===== config.mk =====
export PLATFORM = sky130hd
export DESIGN_NAME = uart_frame_parser
export DESIGN_NICKNAME = d
export VERILOG_FILES = /design/src/rtl/uart_frame_parser.sv
export SDC_FILE = /design/constraint.sdc
export NUM_CORES = 1
export LEC_CHECK = 0
export ABC_AREA = 1
export BUFFER_PORTS_ARGS = -buffer_cell sky130_fd_sc_hd__clkbuf_2
export CORE_ASPECT_RATIO = 1.5
export CORE_UTILIZATION = 40
export CTS_CLUSTER_DIAMETER = 100
export DETAILED_ROUTE_END_ITERATION = 16
export SLEW_MARGIN = 15
export SYNTH_ARGS = -nofsm -noshare
export SYNTH_HDL_FRONTEND = slang
export SYNTH_SLANG_ARGS = --single-unit

===== constraint.sdc =====
create_clock -name i_clk -period 1.9 [get_ports i_clk]
set_clock_uncertainty 0.05 [all_clocks]
set_input_delay 0.475 -clock i_clk [delete_from_list [all_inputs] [get_ports i_clk]]
set_output_delay 0.475 -clock i_clk [all_outputs]
set_load 0.03 [all_outputs]

===== src/rtl/uart_frame_parser.sv =====
// Frame parser for a UART byte stream: SYNC, LEN, payload[LEN] (+ CHK when
// UART_PARSER_CHECKSUM_EN is defined), buffered and drained over a valid/ready port.
module uart_frame_parser #(
    parameter int unsigned MAX_LEN      = 16,
    parameter logic [7:0]  SYNC_BYTE    = 8'hA5,
    parameter int unsigned TIMEOUT_CLKS = 52080
) (
    input  logic       i_clk,
    input  logic       i_reset,
    input  logic [7:0] i_data_in,
    input  logic       i_valid_in,
    output logic [7:0] o_data,
    output logic       o_valid,
    input  logic       i_ready,
    output logic       o_last,
    output logic [7:0] o_frame_len,
    output logic       o_err,
    output logic [1:0] o_err_code,
    output logic       o_overrun
);

    localparam int unsigned    IdxW    = (MAX_LEN > 1) ? $clog2(MAX_LEN) : 1;
    localparam int unsigned    TmoW    = (TIMEOUT_CLKS > 1) ? $clog2(TIMEOUT_CLKS) : 1;
    localparam logic [7:0]     MaxLen  = 8'(MAX_LEN);
    localparam logic [TmoW-1:0] TmoLast = TmoW'(TIMEOUT_CLKS - 1);
    localparam logic [1:0]     ErrLen  = 2'd1;
    localparam logic [1:0]     ErrTmo  = 2'd3;
`ifdef UART_PARSER_CHECKSUM_EN
    localparam logic [1:0]     ErrChk  = 2'd2;
`endif

    typedef enum logic [2:0] {StHunt, StLen, StPayload, StChk, StDrain} state_e;

    state_e          st_q, st_d;
    logic [7:0]      len_q, len_d;
    logic [7:0]      wr_idx_q, wr_idx_d;
    logic [7:0]      rd_idx_q, rd_idx_d;
    logic [TmoW-1:0] cnt_q, cnt_d;
    logic            err_q, err_d;
    logic [1:0]      err_code_q, err_code_d;
    logic            ovr_q, ovr_d;
    logic            mem_we;
    logic [7:0]      mem_q [MAX_LEN];
`ifdef UART_PARSER_CHECKSUM_EN
    logic [7:0]      sum_q, sum_d;
`endif

    logic in_frame;
    logic timeout;
    logic in_drain;

    assign in_frame = (st_q == StLen) || (st_q == StPayload) || (st_q == StChk);
    // A byte arriving in the terminal count cycle takes priority over the timeout.
    assign timeout  = in_frame && !i_valid_in && (cnt_q == TmoLast);
    assign in_drain = (st_q == StDrain);

    always_ff @(posedge i_clk) begin
        if (i_reset) begin
            st_q <= StHunt;
        end else begin
            st_q <= st_d;
        end
    end

    always_comb begin
        st_d       = st_q;
        len_d      = len_q;
        wr_idx_d   = wr_idx_q;
        rd_idx_d   = rd_idx_q;
        cnt_d      = '0;
        err_d      = 1'b0;
        err_code_d = err_code_q;
        ovr_d      = 1'b0;
        mem_we     = 1'b0;
`ifdef UART_PARSER_CHECKSUM_EN
        sum_d      = sum_q;
`endif
        if (in_frame) begin
            cnt_d = i_valid_in ? '0 : cnt_q + TmoW'(1);
        end

        case (st_q)
            StHunt: begin
                if (i_valid_in && (i_data_in == SYNC_BYTE)) begin
                    st_d = StLen;
                end
            end
            StLen: begin
                if (i_valid_in) begin
                    if ((i_data_in == 8'd0) || (i_data_in > MaxLen)) begin
                        st_d       = StHunt;
                        err_d      = 1'b1;
                        err_code_d = ErrLen;
                    end else begin
                        st_d     = StPayload;
                        len_d    = i_data_in;
                        wr_idx_d = 8'd0;
`ifdef UART_PARSER_CHECKSUM_EN
                        sum_d    = i_data_in;
`endif
                    end
                end else if (timeout) begin
                    st_d       = StHunt;
                    err_d      = 1'b1;
                    err_code_d = ErrTmo;
                end
            end
            StPayload: begin
                if (i_valid_in) begin
                    mem_we   = 1'b1;
                    wr_idx_d = wr_idx_q + 8'd1;
`ifdef UART_PARSER_CHECKSUM_EN
                    sum_d    = sum_q + i_data_in;
`endif
                    if (wr_idx_q == len_q - 8'd1) begin
`ifdef UART_PARSER_CHECKSUM_EN
                        st_d     = StChk;
`else
                        st_d     = StDrain;
                        rd_idx_d = 8'd0;
`endif
                    end
                end else if (timeout) begin
                    st_d       = StHunt;
                    err_d      = 1'b1;
                    err_code_d = ErrTmo;
                end
            end
`ifdef UART_PARSER_CHECKSUM_EN
            StChk: begin
                if (i_valid_in) begin
                    if (i_data_in == sum_q) begin
                        st_d     = StDrain;
                        rd_idx_d = 8'd0;
                    end else begin
                        st_d       = StHunt;
                        err_d      = 1'b1;
                        err_code_d = ErrChk;
                    end
                end else if (timeout) begin
                    st_d       = StHunt;
                    err_d      = 1'b1;
                    err_code_d = ErrTmo;
                end
            end
`endif
            StDrain: begin
                ovr_d = i_valid_in;
                if (i_ready) begin
                    if (rd_idx_q == len_q - 8'd1) begin
                        st_d = StHunt;
                    end else begin
                        rd_idx_d = rd_idx_q + 8'd1;
                    end
                end
            end
            default: st_d = StHunt;
        endcase
    end

    always_ff @(posedge i_clk) begin
        if (i_reset) begin
            len_q      <= 8'd0;
            wr_idx_q   <= 8'd0;
            rd_idx_q   <= 8'd0;
            cnt_q      <= '0;
            err_q      <= 1'b0;
            err_code_q <= 2'd0;
            ovr_q      <= 1'b0;
`ifdef UART_PARSER_CHECKSUM_EN
            sum_q      <= 8'd0;
`endif
        end else begin
            len_q      <= len_d;
            wr_idx_q   <= wr_idx_d;
            rd_idx_q   <= rd_idx_d;
            cnt_q      <= cnt_d;
            err_q      <= err_d;
            err_code_q <= err_code_d;
            ovr_q      <= ovr_d;
`ifdef UART_PARSER_CHECKSUM_EN
            sum_q      <= sum_d;
`endif
        end
    end

    // Payload buffer is intentionally left out of reset.
    always_ff @(posedge i_clk) begin
        if (mem_we) begin
            mem_q[wr_idx_q[IdxW-1:0]] <= i_data_in;
        end
    end

    always_comb begin
        o_valid     = in_drain;
        o_data      = in_drain ? mem_q[rd_idx_q[IdxW-1:0]] : 8'h00;
        o_last      = in_drain && (rd_idx_q == len_q - 8'd1);
        o_frame_len = len_q;
        o_err       = err_q;
        o_err_code  = err_code_q;
        o_overrun   = ovr_q;
    end

endmodule

==> flow_metrics.env <==
export IMPL_worst_slack_ps=-615.6
export IMPL_clkLatencyLatePin_ps=430
export IMPL_port_buffers=33
export IMPL_cell_by_cell_trace_of_the_critical_path="inv_8 -> buf_12 -> o21ai_0 -> o221ai_1 -> nand3_1 -> a21oi_4 -> buf_8"
export IMPL_post_synth_fa_ha_maj_area_fraction_pct=1.107
export IMPL_netlist_area_leader_share_pct=48.60
export IMPL_critical_path_class="flop to primary output"
export IMPL_post_synth_inst_count=790
export IMPL_detailedRoute_firstPassIterationCount=5
export IMPL_post_place_ws_ps=-254.1
export IMPL_gr_usage_all_layers_pct=22.34
export IMPL_post_layout_total_power_mw=8.740
export IMPL_initial_core_util_pct=41.11
export IMPL_timing_critical_path_max_delay_family="compound AO/OA/AOI/OAI gates"
export IMPL_synth_edf_count=128
export IMPL_outcome="complete, but fails checks"
export IMPL_synth_top_cell_by_area="sky130_fd_sc_hd__edfxtp_1"
export IMPL_worst_pin_slew_ps=522.3
export IMPL_postSynthNetCount=809
export IMPL_h_tree_depth=4
export IMPL_synthesis_yosys_warnings=0
export IMPL_cts_inserted_buffers=17
export IMPL_final_core_area_utilization_pct=55.17
export IMPL_async_reset_ff_share_pct=0
export IMPL_worstPathRequired_ps=1370
export IMPL_synth_compound_area_share_pct=12.75
export IMPL_peakVddDrop_mv=0.5876
export IMPL_synth_cell_area_um2=7909
export IMPL_largest_net_degree_at_the_start_of_global_routing=27
export IMPL_hold_path_cell_count=2
export IMPL_std_cell_rows=62
export IMPL_global_route_wire_length_before_repair_um=33480
export IMPL_synthFlopType="sky130_fd_sc_hd__edfxtp_1"
export IMPL_clk_pin_slew_worst_paths_ps=70
export IMPL_num_antenna_cells=0
export IMPL_die_height_um=174.2
export IMPL_die_footprint_um2=20350
export IMPL_post_drt_wl_per_cell_um=18.00
export IMPL_cts_path_max_buffers=2
export IMPL_drtIter0Drc=408
export IMPL_hpwl_um=14780
export IMPL_yosys_area_share_simple_pct=19.21
export IMPL_worst_hold_startpoint="i_reset"
export IMPL_drt_wl_total_um=21690
export IMPL_critPathSlowestCell="sky130_fd_sc_hd__dfxtp_4"
export IMPL_worst_slew_margin_rel_pct=65.13
export IMPL_synth_mux_area_share_pct=0
export IMPL_reg2reg_depth=12
export IMPL_timing_hold_worst_endpoint="o_err_code[0]"
export IMPL_maxCapViolations=0
export IMPL_slew_viol_final=0
export IMPL_power_leakage_nw=3.759
export IMPL_grt_setup_unrepaired="true"
export IMPL_antenna_violating_nets_post_route=0
export IMPL_largest_family_of_logic_cells_by_synthesized_area="simple AND/OR/NAND/NOR gates"
export IMPL_clock_root_buffer="sky130_fd_sc_hd__clkbuf_16"
export IMPL_antenna_violations_before_repair=0
export IMPL_total_gr_overflow=0
export IMPL_power_per_cell_area_nw_per_um2=823.4
export IMPL_arrival_ps=1990
export IMPL_seq_area_frac_synth_pct=61.51
export IMPL_drc_errors=0
export IMPL_crit_reg2reg_launch="o_frame_len[1]"
export IMPL_ios=34
export IMPL_violations_in_the_final_reports="negative setup slack"
export IMPL_max_clock_freq_mhz=397.5
export IMPL_synth_xor_xnor_area_share_pct=0.9967
export IMPL_routabilityCongestion=0.8482
export IMPL_final_nets=955
export IMPL_critical_path_n_buffers_inverters=3
export IMPL_hp_class="input port to flop"
export IMPL_leading_cell_types_by_count_after_synthesis="sky130_fd_sc_hd__edfxtp_1, sky130_fd_sc_hd__nor2_1, sky130_fd_sc_hd__nand2_1"
export IMPL_period_share_pct=132.4
export IMPL_clock_sink_count=179
export IMPL_synthDistinctLibCells=38
export IMPL_timing_critical_path_slowest_cell_delay_ps=420
export IMPL_finalSetupViolCount=23
export IMPL_via_density=5.257
export IMPL_synth_area_top_cells="sky130_fd_sc_hd__edfxtp_1, sky130_fd_sc_hd__dfxtp_1, sky130_fd_sc_hd__nor2_1"
export IMPL_grt_pass1_vias=6210
export IMPL_drive_gt1_share_pct=32.77
export IMPL_critPathLaunchType="flop"
export IMPL_final_hold_fails=0
export IMPL_total_number_of_vias=6335
export IMPL_avgSynthCellArea_um2=10.01
export IMPL_core_area_um2=19240
export IMPL_fillCellCount=1720
export IMPL_layout_min_cycle_time_ps=2516
export IMPL_die_x_extent_um=116.8
export IMPL_synth_most_common_cell="sky130_fd_sc_hd__edfxtp_1"
export IMPL_synth_seq_cells=179
export IMPL_timing_reg2reg_setup_slack_ps=-200
export IMPL_area_growth_synth_to_finish_pct=34.20
export IMPL_endpoint_kind="primary output"
export IMPL_setup_total_negative_slack_ps=-7100
export IMPL_tritoncts="yes"
export IMPL_cp_max_fo=13
## per-stage QoR
step           hold WS (ps)  instances  instance area [µm²]
6_report              247.9       1205                10610
3_5_place_dp          414.9       1157                 9314
4_1_cts               237.7       1195                10210
3_3_place_gp          398.4       1157                 9314
5_1_grt               241.7       1205                10610
2_1_floorplan         367.5        790                 8073
## power by group
part           internal (mW)  switching [mW]  leakage (nW)
clock                   1.87            1.64         0.289
combinational          0.397           0.624          1.90
sequential              4.19          0.0203          1.57
total                   6.46            2.28          3.76
## registers in the layout, summed over array words and instances (netlist names), named ones only
name	count
cnt_q	16
mem_q	128
o_err	1
o_err_code	2
o_frame_len	8
o_overrun	1
rd_idx_q	8
st_q	3
wr_idx_q	8
## worst max-delay path by stage
stage	start	end	slack, ps	cells past startpoint
final	flop	o_data[1]	-620	7
after global routing	flop	o_data[6]	-710	6
after CTS	o_frame_len[0]	o_last	-630	13
after detailed placement	flop	o_data[0]	-250	7
after global placement	flop	o_data[0]	-240	7
after floorplan	o_frame_len[0]	o_last	-230	12
## per-layer routing
metal | vias to the layer above | wire (µm) | GRT usage, % | share of wire [%]
li1 | 3093 | - | - | -
met1 | 3055 | 8237 | 25.41 | 38
met2 | 157 | 12070 | 40.95 | 56
met3 | 30 | 850 | 4.219 | 3.9
met4 | 0 | 531 | 7.437 | 2.4
met5 | - | 0 | 0 | 0
## area by class of cell
class / instances / area, µm² / area share [%]
tap: 256 / 320.3 / 3.018
clock buffer: 17 / 425.4 / 4.008
multi-input combinational: 518 / 3122 / 29.41
inverter: 64 / 259.0 / 2.440
clock inverter: 15 / 161.4 / 1.521
sequential: 179 / 4886 / 46.03
timing repair buffer: 156 / 1440 / 13.57
## cells in the final DEF, fill, tap and decap left out, types with 15 or more instances in the layout
master	count
sky130_fd_sc_hd__o221ai_1	19
sky130_fd_sc_hd__o21ai_0	54
sky130_fd_sc_hd__nand2_1	85
sky130_fd_sc_hd__clkbuf_2	23
sky130_fd_sc_hd__dfxtp_1	42
sky130_fd_sc_hd__inv_1	51
sky130_fd_sc_hd__nor2_1	114
sky130_fd_sc_hd__a21oi_1	31
sky130_fd_sc_hd__buf_4	96
sky130_fd_sc_hd__edfxtp_1	128
sky130_fd_sc_hd__nand4_1	18
sky130_fd_sc_hd__nand3_1	26
sky130_fd_sc_hd__clkbuf_16	20
sky130_fd_sc_hd__o21ai_1	15
## cell families (layout without fill, tap and decap cells)
kind of cell / after synthesis / count (layout)
xor+xnor: 9 / 9
simple gates: 328 / 328
flops: 179 / 179
buf+inv: 93 / 252
compound gates: 174 / 174
fa+ha+maj: 7 / 7
## what timing repair did
item	in CTS	in global routing
gates cloned	2	5
buffers inserted	5	7
pin swaps	27	37
hold buffers	0	0
hold endpoints to repair	0	0
endpoints found under the setup margin	28	47
resized for setup	58	100
Note: power is estimated with default switching activity, not from simulation.
